**src/rtl/keypad_pkg.sv**
```systemverilog
// rtl/keypad_pkg.sv - FSM states, key codes and row/col-to-hex map for the keypad scanner
package keypad_pkg;

    typedef enum logic [1:0] {
        ST_SCAN    = 2'd0,
        ST_CONFIRM = 2'd1,
        ST_PRESSED = 2'd2,
        ST_RELEASE = 2'd3
    } scan_state_t;

    localparam logic [3:0] KEY_STAR = 4'hE;
    localparam logic [3:0] KEY_HASH = 4'hF;

    // Nibble {row,col} holds the code; row3 reads * 0 # D from col0 to col3.
    localparam logic [63:0] KEY_MAP = {4'hD, KEY_HASH, 4'h0, KEY_STAR,
                                       16'hC987, 16'hB654, 16'hA321};

    function automatic logic [3:0] key_lookup(input logic [1:0] row, input logic [1:0] col);
        logic [5:0] base;
        base = {row, col, 2'b00};
        return KEY_MAP[base +: 4];
    endfunction

endpackage

```
**src/rtl/sync_2ff.sv**
```systemverilog
// rtl/sync_2ff.sv - two-flop synchronizer for active-low inputs, resets to all-ones
module sync_2ff #(
    parameter int WIDTH = 4
) (
    input  logic             clk,
    input  logic             rst_n,
    input  logic [WIDTH-1:0] d,
    output logic [WIDTH-1:0] q
);

    logic [WIDTH-1:0] meta;

    always_ff @(posedge clk or negedge rst_n) begin
        if (!rst_n) begin
            meta <= '1;
            q    <= '1;
        end else begin
            meta <= d;
            q    <= meta;
        end
    end

endmodule

```
**src/rtl/keypad_scanner.sv**
```systemverilog
// rtl/keypad_scanner.sv - 4x4 keypad row scanner with press/release debounce, one code per press
// Option: KEYPAD_GHOST_REJECT_EN treats samples with two or more low columns as no key.
module keypad_scanner
    import keypad_pkg::*;
#(
    parameter int SCAN_DIV       = 250,
    parameter int DEBOUNCE_SCANS = 4
) (
    input  logic       clk,
    input  logic       rst_n,
    output logic [3:0] row_o,
    input  logic [3:0] col_i,
    output logic [3:0] key_code,
    output logic       key_valid,
    output logic       key_held
);

    localparam int DW = $clog2(SCAN_DIV);
    localparam int MW = $clog2(DEBOUNCE_SCANS + 1);
    localparam logic [DW-1:0] DWELL_LAST  = DW'(SCAN_DIV - 1);
    localparam logic [MW-1:0] MATCH_LAST  = MW'(DEBOUNCE_SCANS - 1);
    localparam logic [MW-1:0] MATCH_ONE   = MW'(1);
    localparam bit            SINGLE_SCAN = (DEBOUNCE_SCANS == 1);

    logic [3:0]    col_s;
    logic [3:0]    col_low;
    logic [DW-1:0] dwell_cnt;
    logic          tick;
    logic          col_any;
    logic          key_seen;
    logic [1:0]    col_idx;

    scan_state_t   state, state_nxt;
    logic [1:0]    row_idx, row_idx_nxt;
    logic [1:0]    lock_col, lock_col_nxt;
    logic [MW-1:0] match_cnt, match_cnt_nxt;
    logic [3:0]    row_nxt;
    logic [3:0]    key_code_nxt;
    logic          key_valid_nxt;
    logic          key_held_nxt;

    sync_2ff #(
        .WIDTH (4)
    ) u_col_sync (
        .clk   (clk),
        .rst_n (rst_n),
        .d     (col_i),
        .q     (col_s)
    );

    always_ff @(posedge clk or negedge rst_n) begin
        if (!rst_n) begin
            dwell_cnt <= '0;
        end else if (tick) begin
            dwell_cnt <= '0;
        end else begin
            dwell_cnt <= dwell_cnt + DW'(1);
        end
    end

    assign tick    = (dwell_cnt == DWELL_LAST);
    assign col_low = ~col_s;
    assign col_any = |col_low;

    always_comb begin
        col_idx = 2'd3;
        if (col_low[0]) begin
            col_idx = 2'd0;
        end else if (col_low[1]) begin
            col_idx = 2'd1;
        end else if (col_low[2]) begin
            col_idx = 2'd2;
        end
    end

`ifdef KEYPAD_GHOST_REJECT_EN
    logic col_multi;
    // Clearing the lowest set bit leaves something only when two or more columns are low.
    assign col_multi = |(col_low & (col_low - 4'd1));
    assign key_seen  = col_any && !col_multi;
`else
    assign key_seen  = col_any;
`endif

    always_comb begin
        state_nxt     = state;
        row_idx_nxt   = row_idx;
        lock_col_nxt  = lock_col;
        match_cnt_nxt = match_cnt;
        key_code_nxt  = key_code;
        key_valid_nxt = 1'b0;
        key_held_nxt  = key_held;

        case (state)
            ST_SCAN: begin
                if (tick) begin
                    if (key_seen) begin
                        lock_col_nxt = col_idx;
                        if (SINGLE_SCAN) begin
                            state_nxt     = ST_PRESSED;
                            key_code_nxt  = key_lookup(row_idx, col_idx);
                            key_valid_nxt = 1'b1;
                            key_held_nxt  = 1'b1;
                            match_cnt_nxt = '0;
                        end else begin
                            state_nxt     = ST_CONFIRM;
                            match_cnt_nxt = MATCH_ONE;
                        end
                    end else begin
                        row_idx_nxt = row_idx + 2'd1;
                    end
                end
            end

            ST_CONFIRM: begin
                if (tick) begin
                    if (key_seen && (col_idx == lock_col)) begin
                        if (match_cnt == MATCH_LAST) begin
                            state_nxt     = ST_PRESSED;
                            key_code_nxt  = key_lookup(row_idx, lock_col);
                            key_valid_nxt = 1'b1;
                            key_held_nxt  = 1'b1;
                            match_cnt_nxt = '0;
                        end else begin
                            match_cnt_nxt = match_cnt + MATCH_ONE;
                        end
                    end else begin
                        state_nxt     = ST_SCAN;
                        row_idx_nxt   = row_idx + 2'd1;
                        match_cnt_nxt = '0;
                    end
                end
            end

            // Only the locked row is driven here, so keys in other rows never reach col_s.
            ST_PRESSED: begin
                if (tick && !col_any) begin
                    if (SINGLE_SCAN) begin
                        state_nxt     = ST_SCAN;
                        row_idx_nxt   = row_idx + 2'd1;
                        key_held_nxt  = 1'b0;
                        match_cnt_nxt = '0;
                    end else begin
                        state_nxt     = ST_RELEASE;
                        match_cnt_nxt = MATCH_ONE;
                    end
                end
            end

            ST_RELEASE: begin
                if (tick) begin
                    if (col_any) begin
                        state_nxt     = ST_PRESSED;
                        match_cnt_nxt = '0;
                    end else if (match_cnt == MATCH_LAST) begin
                        state_nxt     = ST_SCAN;
                        row_idx_nxt   = row_idx + 2'd1;
                        key_held_nxt  = 1'b0;
                        match_cnt_nxt = '0;
                    end else begin
                        match_cnt_nxt = match_cnt + MATCH_ONE;
                    end
                end
            end

            default: begin
                state_nxt     = ST_SCAN;
                match_cnt_nxt = '0;
            end
        endcase

        row_nxt = ~(4'b0001 << row_idx_nxt);
    end

    always_ff @(posedge clk or negedge rst_n) begin
        if (!rst_n) begin
            state     <= ST_SCAN;
            row_idx   <= 2'd0;
            row_o     <= 4'b1110;
            lock_col  <= 2'd0;
            match_cnt <= '0;
            key_code  <= 4'h0;
            key_valid <= 1'b0;
            key_held  <= 1'b0;
        end else begin
            state     <= state_nxt;
            row_idx   <= row_idx_nxt;
            row_o     <= row_nxt;
            lock_col  <= lock_col_nxt;
            match_cnt <= match_cnt_nxt;
            key_code  <= key_code_nxt;
            key_valid <= key_valid_nxt;
            key_held  <= key_held_nxt;
        end
    end

endmodule

```
**config.mk**
```make
export PLATFORM = sky130hd
export DESIGN_NAME = keypad_scanner
export DESIGN_NICKNAME = d
export VERILOG_FILES = /design/src/rtl/keypad_pkg.sv /design/src/rtl/sync_2ff.sv /design/src/rtl/keypad_scanner.sv
export SDC_FILE = /design/constraint.sdc
export NUM_CORES = 1
export LEC_CHECK = 0
export BUFFER_PORTS_ARGS = -buffer_cell sky130_fd_sc_hd__buf_2
export CELL_PAD_IN_SITES_DETAIL_PLACEMENT = 0
export CELL_PAD_IN_SITES_GLOBAL_PLACEMENT = 1
export CORE_ASPECT_RATIO = 0.9
export CORE_UTILIZATION = 46
export DETAILED_ROUTE_END_ITERATION = 7
export GPL_ROUTABILITY_DRIVEN = 0
export MAX_ROUTING_LAYER = met4
export PLACE_DENSITY = 0.79
export SLEW_MARGIN = 20
export SYNTH_ARGS = -nofsm -noshare
export SYNTH_HDL_FRONTEND = slang
export SYNTH_SLANG_ARGS = --single-unit
```
**constraint.sdc**
```tcl
create_clock -name clk -period 2.42 [get_ports clk]
set_clock_uncertainty 0.05 [all_clocks]
set_input_delay 0.726 -clock clk [delete_from_list [all_inputs] [get_ports clk]]
set_output_delay 0.726 -clock clk [all_outputs]
set_load 0.01 [all_outputs]
```
==> key figures <==
Status
  • Status: complete, no violations

STA
  • Highest achievable clock rate: 432 MHz
  • Setup violators final: 0
  • Slew Limit Fails: 0
  • RSZ-0062 raised after global routing: false
  • Slew of the pin with the lowest slew margin: 0.753 ns
  • Final Hold Vio Count: 0
  • Setup TNS: 0 ns
  • Final min period: 2.32 ns
  • Fin crit share: 95.7%
  • Slew headroom: 49.8%

Routing
  • DRT iter0 DRCs: 124
  • Vias per inst: 5.40
  • DRT antenna net count: 0
  • Residual DRC: 0
  • Avg WL per Cell: 14.5 µm
  • Drt pass-1 iters: 4
  • Final WL: 3.48 mm
  • Via count: 1295

CTS
  • Post-CTS sizing: 0
  • Post-CTS setup buffers: 0
  • Worst-Skew Late Latency: 0.29 ns
  • H-tree Lvls: 2
  • Post-CTS Hold Buffers: 0
  • Worst-path clk slew: 0.08 ns
  • CTS tree: done
  • Number of buffers on the longest clock path: 2
  • Root buffer cell: clkbuf_8
  • Clock net sink count: 35
  • TritonCTS Buffers: 5

Place
  • Dpl cells: 232
  • Final HPWL DP: 2.43 mm
  • Port bufs: 15
  • Placed inst area: 0.00193 mm²

Final layout
  • Final Instance Count excl. Fillers: 240
  • Commonest non-fill, non-tap cell in the layout: dfrtp_1
  • Antenna diodes: 0
  • Area growth syn-to-layout: 14.3%
  • Final instance area: 0.00205 mm²
  • Final Net Count: 208
  • Most frequent cells in the layout: dfrtp_1, nor2_1, buf_2
  • Layout cells sized above 1: 24.2%

Power
  • Pleak: 0.000916 µW
  • Power per cell area: 573 mW/mm²
  • Worst vdd ir: 0.400 mV

Min path
  • Worst Hold Class: reg2reg
  • Hold path endpoint: u_col_sync.q[0]
  • Hold path cells: 0
  • Min-delay src: u_col_sync.meta[0]

Critical path
  • Worst path slowest cell: dfrtp_1
  • Reg2Reg Depth: 6
  • Startpoint Class: register
  • WP data required: 2.55 ns
  • Reg2Reg Capture Point: row_o[0]
  • Critical R2R Launch: lock_col[0]
  • Setup slack, reg-to-reg: 0.10 ns
  • Critical Path Fanout Max: 9
  • CP Cell Sequence: inv_2 > or3_1 > nand2_1 > mux2_1 > a2111o_1 > or2_1
  • Crit path capture type: register
  • Critical setup path kind: reg2reg
  • Data arrival, critical path: 2.44 ns
  • Critical Path Max Stage Delay: 0.51 ns

Floorplan
  • Num rows: 21
  • Die height: 61.2 µm
  • Core area: 0.00373 mm²
  • Io pins: 16
  • Die area: 0.00415 mm²
  • Die Width: 67.8 µm
  • Initial core utilization: 48.1%

Yosys
  • Flops & latches, synth: 35
  • Synthesized area per cell: 10.4 µm²
  • Syn_nets: 188
  • Sequential area share after synthesis: 49.6%
  • Ys flop type: dfrtp_1
  • Asr flop ratio synth: 100%
  • Netlist cell types: 46
  • Ys Warns: 0
  • Number of enable flip-flop cells after synthesis: 0
  • Mapped Cells: 173
  • Synth Cell Area: 0.00179 mm²

Global route
  • Vias in the first global route: 1216
  • First-pass GRT wire length: 5.72 mm
  • Total GRT Usage: 20.0%
  • Largest net degree at the start of global routing: 36
  • GRT Residual Overflow: 0
  • Initial antenna violation count: 0

Run
  • Max Cap Violations: 0
worst max path at each step:
stage / cells after the start / start / end
2_1_floorplan: 6 / lock_col[0] / row_o[0]
3_3_place_gp: 6 / lock_col[0] / row_o[0]
3_5_place_dp: 6 / lock_col[0] / row_o[0]
4_1_cts: 6 / lock_col[0] / row_o[0]
5_1_grt: 6 / lock_col[0] / row_o[0]
6_report: 6 / lock_col[0] / row_o[0]
Yosys cell counts, types with 2 or more instances:
cell type | n | area [µm²]
ha_1 | 9 | 113
a31oi_1 | 2 | 12.5
o21ai_0 | 8 | 40.0
dfstp_2 | 11 | 289
or3_1 | 4 | 25.0
nand4_1 | 4 | 25.0
mux2i_1 | 5 | 50.1
clkbuf_1 | 4 | 15.0
o211ai_1 | 2 | 15.0
a22o_1 | 2 | 17.5
a21oi_1 | 13 | 65.1
mux2_4 | 2 | 30.0
nor3_1 | 4 | 20.0
nand2b_1 | 6 | 37.5
nand2_1 | 13 | 48.8
xnor2_1 | 2 | 17.5
inv_1 | 5 | 18.8
nor3b_1 | 3 | 22.5
xor2_1 | 3 | 26.3
dfrtp_1 | 24 | 601
nor2_1 | 16 | 60.1
buf_2 | 3 | 15.0
nand3_1 | 4 | 20.0
nor4_1 | 2 | 12.5
state kept, by name, indices dropped and copies added (netlist names):
| signal | cells |
|---|---|
| match_cnt | 3 |
| u_col_sync.meta | 4 |
| state | 2 |
| key_valid | 1 |
| lock_col | 2 |
| row_idx | 2 |
| key_held | 1 |
| u_col_sync.q | 4 |
| row_o | 4 |
| key_code | 4 |
| dwell_cnt | 8 |
metal layers:
metal,up-vias,routed length (µm),track usage [%]
met1,612,1860,27.9
met3,5,94,5.56
met4,0,49,8.04
met2,20,1480,27.3
li1,658,-,-
met5,-,0,-
layout make-up:
class | instances | area [µm²]
repair buffers | 20 | 113
inverters | 7 | 26.3
clock buffers | 5 | 68.8
multi-input cells | 124 | 847
well taps | 46 | 57.6
fillers | 341 | 1680
flip-flops and latches | 35 | 890
clock inverters | 3 | 47.5
critical path, delay by kind of cell, from the launching register on:
family,cells,cell delay (ns)
and+or+nand+nor,3,0.74
muxes,1,0.31
AOI/OAI and AO/OA,1,0.48
buffers and inverters,1,0.11
DFF,1,0.51
kinds of logic after synthesis:
kind of cell               after synthesis  share of synthesized area, %
xor gates and xnor gates                 5                          2.44
DFF                                     35                          49.6
muxes                                    8                          5.09
adders and majority gates                9                          6.28
and+or+nand+nor                         64                          19.5
AOI/OAI and AO/OA                       38                          13.9
buffers and inverters                   14                          3.14
report_power, final:
group,internal [µW],leakage (µW),switching (µW)
Combinational,8.11,0.000420,19.8
Sequential,597,0.000437,5.26
Clock,312,0.0000587,232
stage by stage:
| stage | hold slack (ns) | power [µW] | worst slack [ns] | util, % |
|---|---|---|---|---|
| floorplan | 0.295 | 621 | 0.274 | - |
| global placement | 0.296 | 641 | 0.194 | 51.8 |
| detailed placement | 0.297 | 642 | 0.133 | 51.8 |
| CTS | 0.308 | 1190 | 0.120 | 54.9 |
| global route | 0.311 | 1220 | 0.000236 | 54.9 |
| finish | 0.308 | 1170 | 0.104 | 54.9 |
Note: power is estimated with default switching activity, not from simulation.
